`config.mk`:
```
export PLATFORM = sky130hd
export DESIGN_NAME = click_action_queue
export DESIGN_NICKNAME = d
export VERILOG_FILES = /design/src/rtl/minesweeper_pkg.sv /design/src/rtl/btn_debounce.sv /design/src/rtl/click_action_queue.sv
export SDC_FILE = /design/constraint.sdc
export NUM_CORES = 1
export LEC_CHECK = 0
export ABC_CLOCK_PERIOD_IN_PS = 2200
export CAP_MARGIN = 15
export CORE_UTILIZATION = 52
export CTS_CLUSTER_SIZE = 25
export DETAILED_ROUTE_END_ITERATION = 6
export HOLD_SLACK_MARGIN = 0.12
export PLACE_DENSITY_LB_ADDON = 0.05
export SYNTH_ARGS = -nofsm -noshare
export SYNTH_HDL_FRONTEND = slang
export SYNTH_HIERARCHICAL = 1
export SYNTH_SLANG_ARGS = --single-unit
```
`constraint.sdc`:
```
create_clock -name clk -period 2.2 [get_ports clk]
set_input_delay 0.33 -clock clk [delete_from_list [all_inputs] [get_ports clk]]
set_output_delay 0.33 -clock clk [all_outputs]
set_load 0.02 [all_outputs]
```
`src/rtl/minesweeper_pkg.sv`:
```
// Shared action codes, button indices and centre-FSM state type for the
// minesweeper input path.
package minesweeper_pkg;

  localparam logic [2:0] ACT_NONE = 3'b000;
  localparam logic [2:0] ACT_C1   = 3'b001;
  localparam logic [2:0] ACT_C2   = 3'b010;
  localparam logic [2:0] ACT_U    = 3'b100;
  localparam logic [2:0] ACT_R    = 3'b101;
  localparam logic [2:0] ACT_D    = 3'b110;
  localparam logic [2:0] ACT_L    = 3'b111;

  localparam int unsigned BTN_C   = 0;
  localparam int unsigned BTN_U   = 1;
  localparam int unsigned BTN_R   = 2;
  localparam int unsigned BTN_D   = 3;
  localparam int unsigned BTN_L   = 4;
  localparam int unsigned NUM_BTN = 5;

  typedef enum logic {
    StIdle,
    StWait
  } c_state_e;

endpackage

```
`src/rtl/btn_debounce.sv`:
```
// One pushbutton: 2-flop synchroniser, stability counter and a one-cycle
// pulse on each debounced rising edge.
module btn_debounce #(
  parameter int unsigned DEBOUNCE = 4
) (
  input  logic clk_i,
  input  logic rst_ni,
  input  logic btn_i,
  output logic press_o
);

  localparam int unsigned CntW = (DEBOUNCE > 1) ? $clog2(DEBOUNCE) : 1;
  localparam logic [CntW-1:0] CntLast = CntW'(DEBOUNCE - 1);

  logic            sync1_q, sync2_q;
  logic            level_q, level_d;
  logic            level_prev_q;
  logic [CntW-1:0] cnt_q, cnt_d;

  // The level flips on the DEBOUNCE-th consecutive disagreeing cycle.
  always_comb begin
    level_d = level_q;
    cnt_d   = '0;
    if (sync2_q != level_q) begin
      if (cnt_q == CntLast) begin
        level_d = ~level_q;
      end else begin
        cnt_d = cnt_q + CntW'(1);
      end
    end
  end

  always_ff @(posedge clk_i or negedge rst_ni) begin
    if (!rst_ni) begin
      sync1_q      <= 1'b0;
      sync2_q      <= 1'b0;
      level_q      <= 1'b0;
      level_prev_q <= 1'b0;
      cnt_q        <= '0;
    end else begin
      sync1_q      <= btn_i;
      sync2_q      <= sync1_q;
      level_q      <= level_d;
      level_prev_q <= level_q;
      cnt_q        <= cnt_d;
    end
  end

  assign press_o = level_q & ~level_prev_q;

endmodule

```
`src/rtl/click_action_queue.sv`:
```
// Debounced button front end with single/double centre-click detection and a
// small action FIFO read by the game controller over valid/ack.
module click_action_queue
  import minesweeper_pkg::*;
#(
  parameter int unsigned DEBOUNCE   = 4,
  parameter int unsigned DBL_WINDOW = 20,
  parameter int unsigned DEPTH      = 4
) (
  input  logic                         clk,
  input  logic                         clear_n,
  input  logic [4:0]                   btn_raw,
  input  logic                         dbl_en,
  input  logic                         ack,
  output logic [2:0]                   action,
  output logic                         valid,
  output logic [$clog2(DEPTH+1)-1:0]   count,
  output logic                         drop
);

  localparam int unsigned WinW = $clog2(DBL_WINDOW + 1);
  localparam logic [WinW-1:0] WinLast = WinW'(DBL_WINDOW);
  localparam int unsigned PtrW = $clog2(DEPTH);
  localparam int unsigned CntW = $clog2(DEPTH + 1);
  localparam logic [CntW-1:0] CntFull = CntW'(DEPTH);

  logic [NUM_BTN-1:0] press;

  for (genvar b = 0; b < NUM_BTN; b++) begin : g_btn
    btn_debounce #(
      .DEBOUNCE(DEBOUNCE)
    ) u_debounce (
      .clk_i  (clk),
      .rst_ni (clear_n),
      .btn_i  (btn_raw[b]),
      .press_o(press[b])
    );
  end

  // Centre click FSM
  c_state_e        c_state_q, c_state_d;
  logic [WinW-1:0] win_q, win_d;
  logic            c_evt;
  logic [2:0]      c_code;

  always_comb begin
    c_state_d = c_state_q;
    win_d     = win_q;
    c_evt     = 1'b0;
    c_code    = ACT_NONE;
    case (c_state_q)
      StIdle: begin
        if (press[BTN_C]) begin
          if (dbl_en) begin
            c_state_d = StWait;
            win_d     = WinW'(1);
          end else begin
            c_evt  = 1'b1;
            c_code = ACT_C1;
          end
        end
      end
      StWait: begin
        // A second press wins even on the final window cycle.
        if (press[BTN_C]) begin
          c_evt     = 1'b1;
          c_code    = ACT_C2;
          c_state_d = StIdle;
          win_d     = '0;
        end else if (win_q == WinLast) begin
          c_evt     = 1'b1;
          c_code    = ACT_C1;
          c_state_d = StIdle;
          win_d     = '0;
        end else begin
          win_d = win_q + WinW'(1);
        end
      end
      default: begin
        c_state_d = StIdle;
        win_d     = '0;
      end
    endcase
  end

  // Fixed-priority arbiter: centre > U > R > D > L
  logic [4:0] evs;
  logic       multi;
  logic       push;
  logic [2:0] push_code;

  always_comb begin
    evs       = {c_evt, press[BTN_U], press[BTN_R], press[BTN_D], press[BTN_L]};
    multi     = |(evs & (evs - 5'd1));
    push      = |evs;
    push_code = ACT_NONE;
    if (c_evt)             push_code = c_code;
    else if (press[BTN_U]) push_code = ACT_U;
    else if (press[BTN_R]) push_code = ACT_R;
    else if (press[BTN_D]) push_code = ACT_D;
    else if (press[BTN_L]) push_code = ACT_L;
  end

  // FIFO
  logic [2:0]      mem_q [DEPTH];
  logic [PtrW-1:0] wr_ptr_q, rd_ptr_q;
  logic [CntW-1:0] count_q, count_d;
  logic            drop_q, drop_d;
  logic            full, pop, do_push;

  always_comb begin
    full    = (count_q == CntFull);
    pop     = ack && (count_q != '0);
    do_push = push && (!full || pop);
    drop_d  = multi || (push && full && !pop);
    count_d = count_q;
    if (do_push && !pop) begin
      count_d = count_q + CntW'(1);
    end else if (!do_push && pop) begin
      count_d = count_q - CntW'(1);
    end
  end

  always_ff @(posedge clk or negedge clear_n) begin
    if (!clear_n) begin
      c_state_q <= StIdle;
      win_q     <= '0;
      wr_ptr_q  <= '0;
      rd_ptr_q  <= '0;
      count_q   <= '0;
      drop_q    <= 1'b0;
      for (int i = 0; i < DEPTH; i++) mem_q[i] <= ACT_NONE;
    end else begin
      c_state_q <= c_state_d;
      win_q     <= win_d;
      count_q   <= count_d;
      drop_q    <= drop_d;
      if (do_push) begin
        mem_q[wr_ptr_q] <= push_code;
        wr_ptr_q        <= wr_ptr_q + PtrW'(1);
      end
      if (pop) rd_ptr_q <= rd_ptr_q + PtrW'(1);
    end
  end

  assign valid  = (count_q != '0);
  assign action = valid ? mem_q[rd_ptr_q] : ACT_NONE;
  assign count  = count_q;
  assign drop   = drop_q;

endmodule
```
# Word level (Yosys, flattened, before mapping)
# Index checks and enable logic that the tools add are counted.
# totals
word_cells	148
input_bits	9
reg_bits	56
output_inout_bits	8
# classes
n_reduce_logical	22
eq_ne	14
n_lt_le_gt_ge	3
bitwise_logic	19
n_addsub	11
muxes	44
# op_table
operator	n
$mux W3	11
$mux W2	11
$mux W5	4
$add A2 B1 Y2 const B	7
$bwmux W12	1
$reduce_and A2 Y1	6
$mux W1	11
$not A1 Y1	11
$eq A2 B2 Y1 const B	5
$pmux W5 S2	1
$reduce_or A5 Y1	2
$logic_and A1 B1 Y1	7
$bmux W3 S2	1
$demux W3 S2	1
$ge A3 B3 Y1 const B	2
$not A2 Y3	2
$pmux W3 S2	1
$add A5 B1 Y5 const B	1
$and A1 B1 Y1	5
$and A5 B5 Y5	1
$eq A5 B5 Y1 const B	1
$ne A1 B1 Y1	5
$sub A5 B1 Y5 const B	1
$pmux W1 S2	2
other kinds (10)	13

# Depth between registers and ports, before layout
# Gate-level depths: netlist (run 1).
# depth
word_depth	10
depth_mapped	12
ltp_nobuf	11

# Cells and area by module
# Netlist (run 1), hierarchy kept.
# by_module_without_submodules
module	area_per_inst_um2	seq_area_each_um2	n_inst	cells_per_inst
click_action_queue	1466.4	650.6	1	130
btn_debounce	205.2	150.1	5	12

# Worst setup path before layout (run 1)
# No wires, ideal clock.
# synth_path
path_kind	register to register
startpoint	register win_q[0]
endpoint	register count_q[2] (netlist: count[2])
setup_slack_ns	-0.218
path_stages_with_launch	13
n_path_buf	1
t_arrival_ns	2.339
period_less_slack_ns	2.418
cell_sequence	dfrtp_1 inv_1 ha_1 and4b_4 o22ai_4 a21oi_4 buf_6 ha_1 inv_1 fa_1 xor2_1 nor2_1 xor2_1
# synth_via
elab_chain_len	9
elab_cells_between_ends	11
classes_between	eq/ne: 1; mux: 4; reduce/logical: 6
# synth_rtl
item	line_no	rtl
from (decl)	click_action_queue.sv:42	logic [WinW-1:0] win_q, win_d;
from (signal assigned)	click_action_queue.sv:135	win_q <= win_d;
$eq A5 B5 Y1 *	click_action_queue.sv:70	end else if (win_q == WinLast) begin
$mux W1 *	click_action_queue.sv:70	
$mux W1 *	click_action_queue.sv:65	if (press[BTN_C]) begin
$pmux W1 S2 *	click_action_queue.sv:51	case (c_state_q)
$reduce_or A5 Y1 *	click_action_queue.sv:95	push = |evs;
$logic_and A1 B1 Y1 *	click_action_queue.sv:114	do_push = push && (!full || pop);
net do_push	click_action_queue.sv:109	logic full, pop, do_push;
$logic_not A1 Y1	click_action_queue.sv:119	end else if (!do_push && pop) begin
$logic_and A1 B1 Y1	click_action_queue.sv:119	
$reduce_bool A2 Y1 (no source line)	--	
to (signal assigned)	click_action_queue.sv:136	count_q <= count_d;
to (decl)	click_action_queue.sv:107	logic [CntW-1:0] count_q, count_d;
# Mark *: on every way through the listed nets, which the timed path passes. The rest lies on a longest branch.
# A chain may end at the register's enable or synchronous reset.

# Final worst setup path (run 1)
# layout_path
startpoint	register win_q[0]
endpoint	register count_q[2] (netlist: count[2])
# layout_via
elab_chain_len	9
elab_cells_between_ends	11
classes_between	eq/ne: 1; mux: 4; reduce/logical: 6
# layout_rtl
item	line_no
$eq A5 B5 Y1 *	click_action_queue.sv:70
$mux W1 *	click_action_queue.sv:70
$mux W1 *	click_action_queue.sv:65
$pmux W1 S2 *	click_action_queue.sv:51
$reduce_or A5 Y1 *	click_action_queue.sv:95
$logic_and A1 B1 Y1 *	click_action_queue.sv:114
$logic_not A1 Y1	click_action_queue.sv:119
$logic_and A1 B1 Y1	click_action_queue.sv:119
$reduce_bool A2 Y1 (no source line)	--
# Mark *: on every way between the ends. The rest lies on a longest branch, timed or not.

==> flow_summary_export.csv, run 1 <==
group,metric,value,unit
global_routing,grt_max_degree,30,
cells_and_area,fin_cells,282,
worst_setup_path,cp-startpoint,"win_q[0]$_DFFE_PN0P_",
die,die-area,5070,um2
timing,hold_slack,0.364,ns
synthesis,ys_warn_count,6,
cells_and_area,layout_common_cells,"dfrtp_1 (55), buf_4 (19), mux2_1 (13)",
timing,finalMaxSlewViolations,0,
power_and_ir_drop,seq_power_share,38.0,%
die,die_w,71.2,um
cells_and_area,finish.instance_area,2980,um2
clock_network,cts_root_buffer,"clkbuf_8",
worst_setup_path,crit_fanout,3,
synthesis,synth_area,2490,um2
timing,finalSetupTns,0,ns
synthesis,synth-simple-area-share,13.7,%
power_and_ir_drop,intPower,2.84,mW
worst_setup_path,start_kind,"register",
run_status,status,"finished, violations left",
timing,max_freq,0.464,GHz
die,core_area,4470,um2
synthesis,synth_fa_ha_area_share,7.28,%
timing,worst_pin_slew,0.657,ns
timing,period_needed,2.16,ns
run_status,violations,"DRC",
route,routedWlPerCell,14.3,um
cells_and_area,fin_nets,251,
synthesis,synth_cell_types,43,
route,first_pass_iters,6,
die,start_util,55.7,%
synthesis,synth-compound-area-share,7.48,%
worst_setup_path,critPathMaxStageDelay,0.40,ns
global_routing,track_usage,18.6,%
global_routing,grt_pass1_vias,1613,
timing,clock_skew,0.00876,ns
power_and_ir_drop,cellLeakagePower,1.33,nW
place,gp_congestion,0.778,
synthesis,syn_nets,212,
place,portBuffers,16,
clock_network,clkTransAtPathRegs,0.10,ns
clock_network,cts_tree,"done",
clock_network,clock_sinks,56,
route,drc,2,
cells_and_area,diodes,0,
timing,relSlewSlack,56.2,%
place,postPlaceCellArea,2840,um2
clock_network,clk_latency,0.31,ns
route,wl,4040,um
die,rows,24,
worst_setup_path,end_kind,"register",
cells_and_area,layout-drive-gt1-share,24.8,%
cells_and_area,final_core_util,66.6,%
worst_setup_path,rr_startpoint,"win_q[0]$_DFFE_PN0P_",
worst_hold_path,min-delay-start,"g_btn[3].u_debounce/sync1_q$_DFF_PN0_",
worst_setup_path,critical_path_required,2.44,ns
synthesis,syn_avg_cell_area,13.1,um2
synthesis,seq_area_frac_synth,56.2,%
synthesis,synth-xor-area-share,4.22,%
worst_setup_path,path_cells,"inv_2 -> ha_4 -> and4b_4 -> o22ai_4 -> a21oi_4 -> ha_4 -> inv_2 -> fa_2 -> xor2_1 -> nor2_1 -> xor2_1",
power_and_ir_drop,power_frac_clock,13.1,%
place,hpwl,2950,um
clock_network,clockBufferDepth,2,
route,num_vias,1553,
synthesis,synth-seq-cells,56,
worst_setup_path,cp.arrival,2.39,ns
die,io_pins,17,
route,vias_per_cell,5.51,
global_routing,grt_pass1_wl,7140,um
global_routing,gr-total-overflow,0,
cells_and_area,syn2layout_area_growth,19.6,%
route,drt_iter0_drc,62,
timing,rsz0062_at_grt,"yes",
worst_setup_path,rr_worst_depth,11,
die,die_h,71.2,um
power_and_ir_drop,p_comb_share,48.9,%
synthesis,synth_cells,190,
timing,report.final.setup_viol,0,
synthesis,synthArstFlopShare,100,%
clock_network,h-tree-depth,2,
run,drv_cap,0,
synthesis,synth_edf_count,0,
cells_and_area,nFillCells,345,
synthesis,synth_top_family_by_area,"simple AND/OR/NAND/NOR gates",
power_and_ir_drop,sw_frac_of_total,37.7,%
global_routing,antenna_found_initial,0,
worst_setup_path,criticalPathCategory,"reg2reg",
route,antenna_left,0,
worst_hold_path,hold_path_depth,0,
synthesis,muxShareOfSynthArea,9.04,%
place,place_inst,269,
clock_network,numCtsBuffers,5,
worst_hold_path,hold_path_class,"reg2reg",
cells_and_area,final_common_cell,"dfrtp_1",
timing,post-route-period-util,98.0,%
power_and_ir_drop,switching_power,1.72,mW
power_and_ir_drop,ir_drop,0.000784,V
synthesis,synthFlopType,"dfrtp_1",
timing,final_hold_viol_count,0,
power_and_ir_drop,powerDensity,1530,nW/um2
worst_setup_path,cp_slowest_cell,"dfrtp_1",
cells by family after synthesis:
group	count (synthesis)
buf+inv	11
compound gates	27
flops	56
mux	17
simple gates	53
xor+xnor	12
fa+ha+maj	14
cells in the mapped netlist (2+ instances only):
cell,n,area (um2)
nand2b_1,2,12.5
dfrtp_1,56,1400
a21oi_1,9,45.0
nor3_1,2,10.0
mux2_1,13,146
xor2_1,3,26.3
clkbuf_1,3,11.3
nand3_1,5,25.0
nor2b_1,12,75.1
nor2_1,6,22.5
nor3_2,5,50.1
a31oi_1,4,25.0
o21ai_0,5,25.0
nand2_2,4,25.0
nand2_1,5,18.8
and2_1,3,18.8
ha_1,12,150
inv_1,5,18.8
nor4_1,2,12.5
xnor2_1,9,78.8
mux4_2,3,67.6
final cells by class:
type                    count  area, um2  share of cell area (%)
clock buffers               6       82.6                    2.77
clock inverters             2       17.5                   0.587
inverters                   6       22.5                   0.755
multi-input cells         123       1070                    35.8
flip-flops and latches     56       1400                    47.0
well taps                  52       65.1                    2.18
repair buffers             37        323                    10.8
per-stage QoR:
step | setup WS [ns] | total power [mW]
floorplan | -0.138 | 3.28
global placement | -0.107 | 3.84
detailed placement | -0.170 | 3.99
CTS | 0.00948 | 4.58
global route | -0.0787 | 4.92
finish | 0.0440 | 4.55
what timing repair did:
action,CTS,global route
setup endpoints to repair,5,2
endpoints found under the hold margin,27,0
resized for setup,5,1
hold buffers,1,0
setup buffers,2,2
pin swaps,1,5
power groups by stage:
stage,registers (mW),clock network [mW],logic (mW)
after floorplan,1.70,0,1.58
final,1.73,0.595,2.23
after global routing,1.79,0.655,2.47
after global placement,1.72,0,2.12
after CTS,1.74,0.617,2.23
after detailed placement,1.76,0,2.24
state kept, by name (all words and copies together), names as in the netlist:
signal and count:
g_btn.u_debounce/level_prev_q 5, g_btn.u_debounce/sync1_q 5, count 3, g_btn.u_debounce/level_q 5, wr_ptr_q 2, g_btn.u_debounce/sync2_q 5
rd_ptr_q 2, win_q 5, drop 1, c_state_q 1, mem_q 12, g_btn.u_debounce/cnt_q 10
layer usage:
metal  GRT usage (%)  vias up  routed length (um)
met4            8.67        0                  86
met1            21.2      774                1770
met2            32.9       27                2070
met5               0        -                   0
met3            4.64        9                 114
li1                -      743                   -
worst paths after layout:
path | to | slack (ns)
max | count[2]$_DFFE_PN0P_ | 0.04
min | g_btn[3].u_debounce/sync2_q$_DFF_PN0_ | 0.36
max reg2reg | count[2]$_DFFE_PN0P_ | 0.04
min reg2reg | g_btn[3].u_debounce/sync2_q$_DFF_PN0_ | 0.36
max in group asynchronous | c_state_q$_DFF_PN0_ | 1.04
min in group asynchronous | mem_q[5]$_DFFE_PN0P_ | 0.58
worst max-delay path, delay by kind of cell (launching register included):
kind / cells / cell delay (ns)
and+or+nand+nor: 2 / 0.37
xor gates and xnor gates: 2 / 0.31
AOI/OAI and AO/OA: 2 / 0.28
DFF: 1 / 0.40
adders and majority gates: 3 / 0.62
buffers and inverters: 2 / 0.13
No activity file was read; power rests on OpenSTA's default activity.
==> run 2: changes to the inputs <==
--- a/constraint.sdc
+++ b/constraint.sdc
@@ -3,2 +3,2 @@
 set_output_delay 0.33 -clock clk [all_outputs]
-set_load 0.02 [all_outputs]
+set_load 0.005 [all_outputs]
==> flow_summary_export.csv, run 2 (synthesized netlist as in run 1, its figures left out) <==
group,metric,value,unit
cells_and_area,regArea,1400,um2
power_and_ir_drop,p_comb_share,50.5,%
power_and_ir_drop,ir_drop,0.000629,V
timing,relSlewSlack,55.5,%
cells_and_area,layout_common_cells,"dfrtp_1 (54), buf_4 (25), mux2_1 (13)",
power_and_ir_drop,intPower,2.91,mW
timing,rsz0062_at_grt,"yes",
cells_and_area,multi_input_area,1070,um2
worst_setup_path,cp-startpoint,"win_q[0]$_DFFE_PN0P_",
cells_and_area,final_core_util,67.8,%
worst_hold_path,hold_path_class,"reg2reg",
cells_and_area,fin_nets,257,
timing,worst_pin_slew,0.667,ns
clock_network,clock_sinks,56,
worst_setup_path,cp_top_family,"adder cells",
cells_and_area,diodes,0,
worst_setup_path,path_cells,"inv_2 -> ha_4 -> and4b_4 -> o22ai_4 -> a21oi_4 -> ha_4 -> inv_2 -> fa_2 -> xor2_1 -> nor2_1 -> xor2_1",
place,gp_congestion,0.790,
power_and_ir_drop,cellLeakagePower,1.37,nW
place,portBuffers,16,
worst_setup_path,start_kind,"register",
cells_and_area,final_common_cell,"dfrtp_1",
worst_hold_path,min_to,"g_btn[0].u_debounce/sync2_q$_DFF_PN0_",
timing,clock_skew,0.00405,ns
die,start_util,55.7,%
worst_setup_path,cp_slowest_cell,"dfrtp_1",
worst_setup_path,critical_path_required,2.42,ns
route,wl,4070,um
place,hpwl,2930,um
worst_setup_path,cp.arrival,2.38,ns
clock_network,numCtsBuffers,5,
timing,post-route-period-util,97.9,%
global_routing,grt_max_degree,30,
global_routing,grt_pass1_wl,6980,um
clock_network,clkTransAtPathRegs,0.09,ns
die,die-area,5070,um2
cells_and_area,finish.instance_area,3030,um2
route,drc,1,
clock_network,h-tree-depth,2,
power_and_ir_drop,power_frac_clock,12.1,%
worst_setup_path,timing.rr.end,"count[2]$_DFFE_PN0P_",
global_routing,gr-total-overflow,0,
clock_network,cts_tree,"done",
worst_setup_path,rr_worst_depth,11,
route,num_vias,1580,
run_status,status,"finished, violations left",
worst_setup_path,criticalPathCategory,"reg2reg",
cells_and_area,max_flop_register,"mem_q",
global_routing,antenna_found_initial,0,
power_and_ir_drop,switching_power,1.63,mW
die,die_w,71.2,um
run_status,violations,"DRC",
power_and_ir_drop,sw_frac_of_total,35.9,%
run,drv_cap,0,
worst_setup_path,end_kind,"register",
global_routing,track_usage,18.1,%
power_and_ir_drop,seq_power_share,37.5,%
worst_setup_path,crit_fanout,2,
route,antenna_left,0,
worst_hold_path,hold_path_depth,0,
cells_and_area,largest_reg_flops,12,
timing,finalMaxSlewViolations,0,
worst_hold_path,min-delay-start,"g_btn[0].u_debounce/sync1_q$_DFF_PN0_",
cells_and_area,layout-drive-gt1-share,27.1,%
timing,period_needed,2.15,ns
die,io_pins,17,
die,die_h,71.2,um
worst_setup_path,critPathMaxStageDelay,0.39,ns
clock_network,clockBufferDepth,2,
worst_setup_path,crit_buf_inv,2,
die,rows,24,
cells_and_area,syn2layout_area_growth,21.7,%
route,routedWlPerCell,14.1,um
timing,final_hold_viol_count,0,
die,core_area,4470,um2
place,postPlaceCellArea,2850,um2
timing,hold_slack,0.359,ns
timing,max_freq,0.464,GHz
worst_setup_path,rr_startpoint,"win_q[0]$_DFFE_PN0P_",
clock_network,cts_root_buffer,"clkbuf_8",
cells_and_area,nFillCells,335,
worst_setup_path,r2r_setup_slack,0.05,ns
global_routing,grt_pass1_vias,1628,
power_and_ir_drop,powerDensity,1490,nW/um2
cells_and_area,reg_top3,"mem_q x12, g_btn.u_debounce/cnt_q x10",
route,first_pass_iters,6,
timing,report.final.setup_viol,0,
route,drt_iter0_drc,70,
route,vias_per_cell,5.49,
clock_network,clk_latency,0.31,ns
-- run 2: area by class of cell --
| cell class | instances | area share [%] |
|---|---|---|
| clock inverters | 2 | 0.536 |
| clock buffers | 6 | 2.39 |
| multi-input cells | 123 | 35.4 |
| inverters | 6 | 0.742 |
| well taps | 52 | 2.14 |
| flip-flops and latches | 56 | 46.3 |
| repair buffers | 43 | 12.5 |
-- run 2: power by group through the flow --
stage                     registers, mW  clock network [mW]  logic [mW]
after floorplan                    1.66                   0        1.51
after global placement             1.72                   0        2.03
after detailed placement           1.75                   0        2.14
after CTS                          1.71               0.570        2.28
after global routing               1.75               0.603        2.54
final                              1.70               0.548        2.29
-- run 2: per-layer routing --
metal  track usage [%]  vias up  share of wire, %
li1                  -      761                 -
met1              20.6      782                44
met2              31.3       26                50
met3              4.22       11               3.0
met4              10.7        0               3.2
met5                 0        -                 0
-- run 2: what timing repair did --
action	in CTS	in global routing
endpoints found under the hold margin	27	0
hold buffers	1	0
gates resized for setup	3	4
cloned	0	0
setup buffers	7	2
endpoints found under the setup margin	4	4
pin swaps	6	1
-- run 2: through the flow --
stage	setup slack [ns]	TNS, ns	cells	power [mW]
5_1_grt	-0.0491	-0.0491	288	4.89
6_report	0.0460	0	288	4.53
3_3_place_gp	-0.113	-0.226	270	3.75
2_1_floorplan	-0.140	-0.264	190	3.18
3_5_place_dp	-0.235	-0.364	270	3.89
4_1_cts	0.0104	0	286	4.55
-- run 2: worst max path at each step --
stage                           endpoint  slack [ns]  cells after the start
detailed placement  count[2]$_DFFE_PN0P_       -0.24                     10
global placement    count[1]$_DFFE_PN0P_       -0.11                      8
floorplan           count[2]$_DFFE_PN0P_       -0.14                     12
CTS                            action[1]        0.01                      4
global route        count[2]$_DFFE_PN0P_       -0.05                     11
finish              count[2]$_DFFE_PN0P_        0.05                     11
-- run 2: worst register-to-register path: cells and delay by family (launching register included) --
family,cells,cell delay (ns)
fa+ha+maj,3,0.59
flops,1,0.39
simple gates,2,0.39
xor+xnor,2,0.34
compound gates,2,0.25
buf+inv,2,0.11
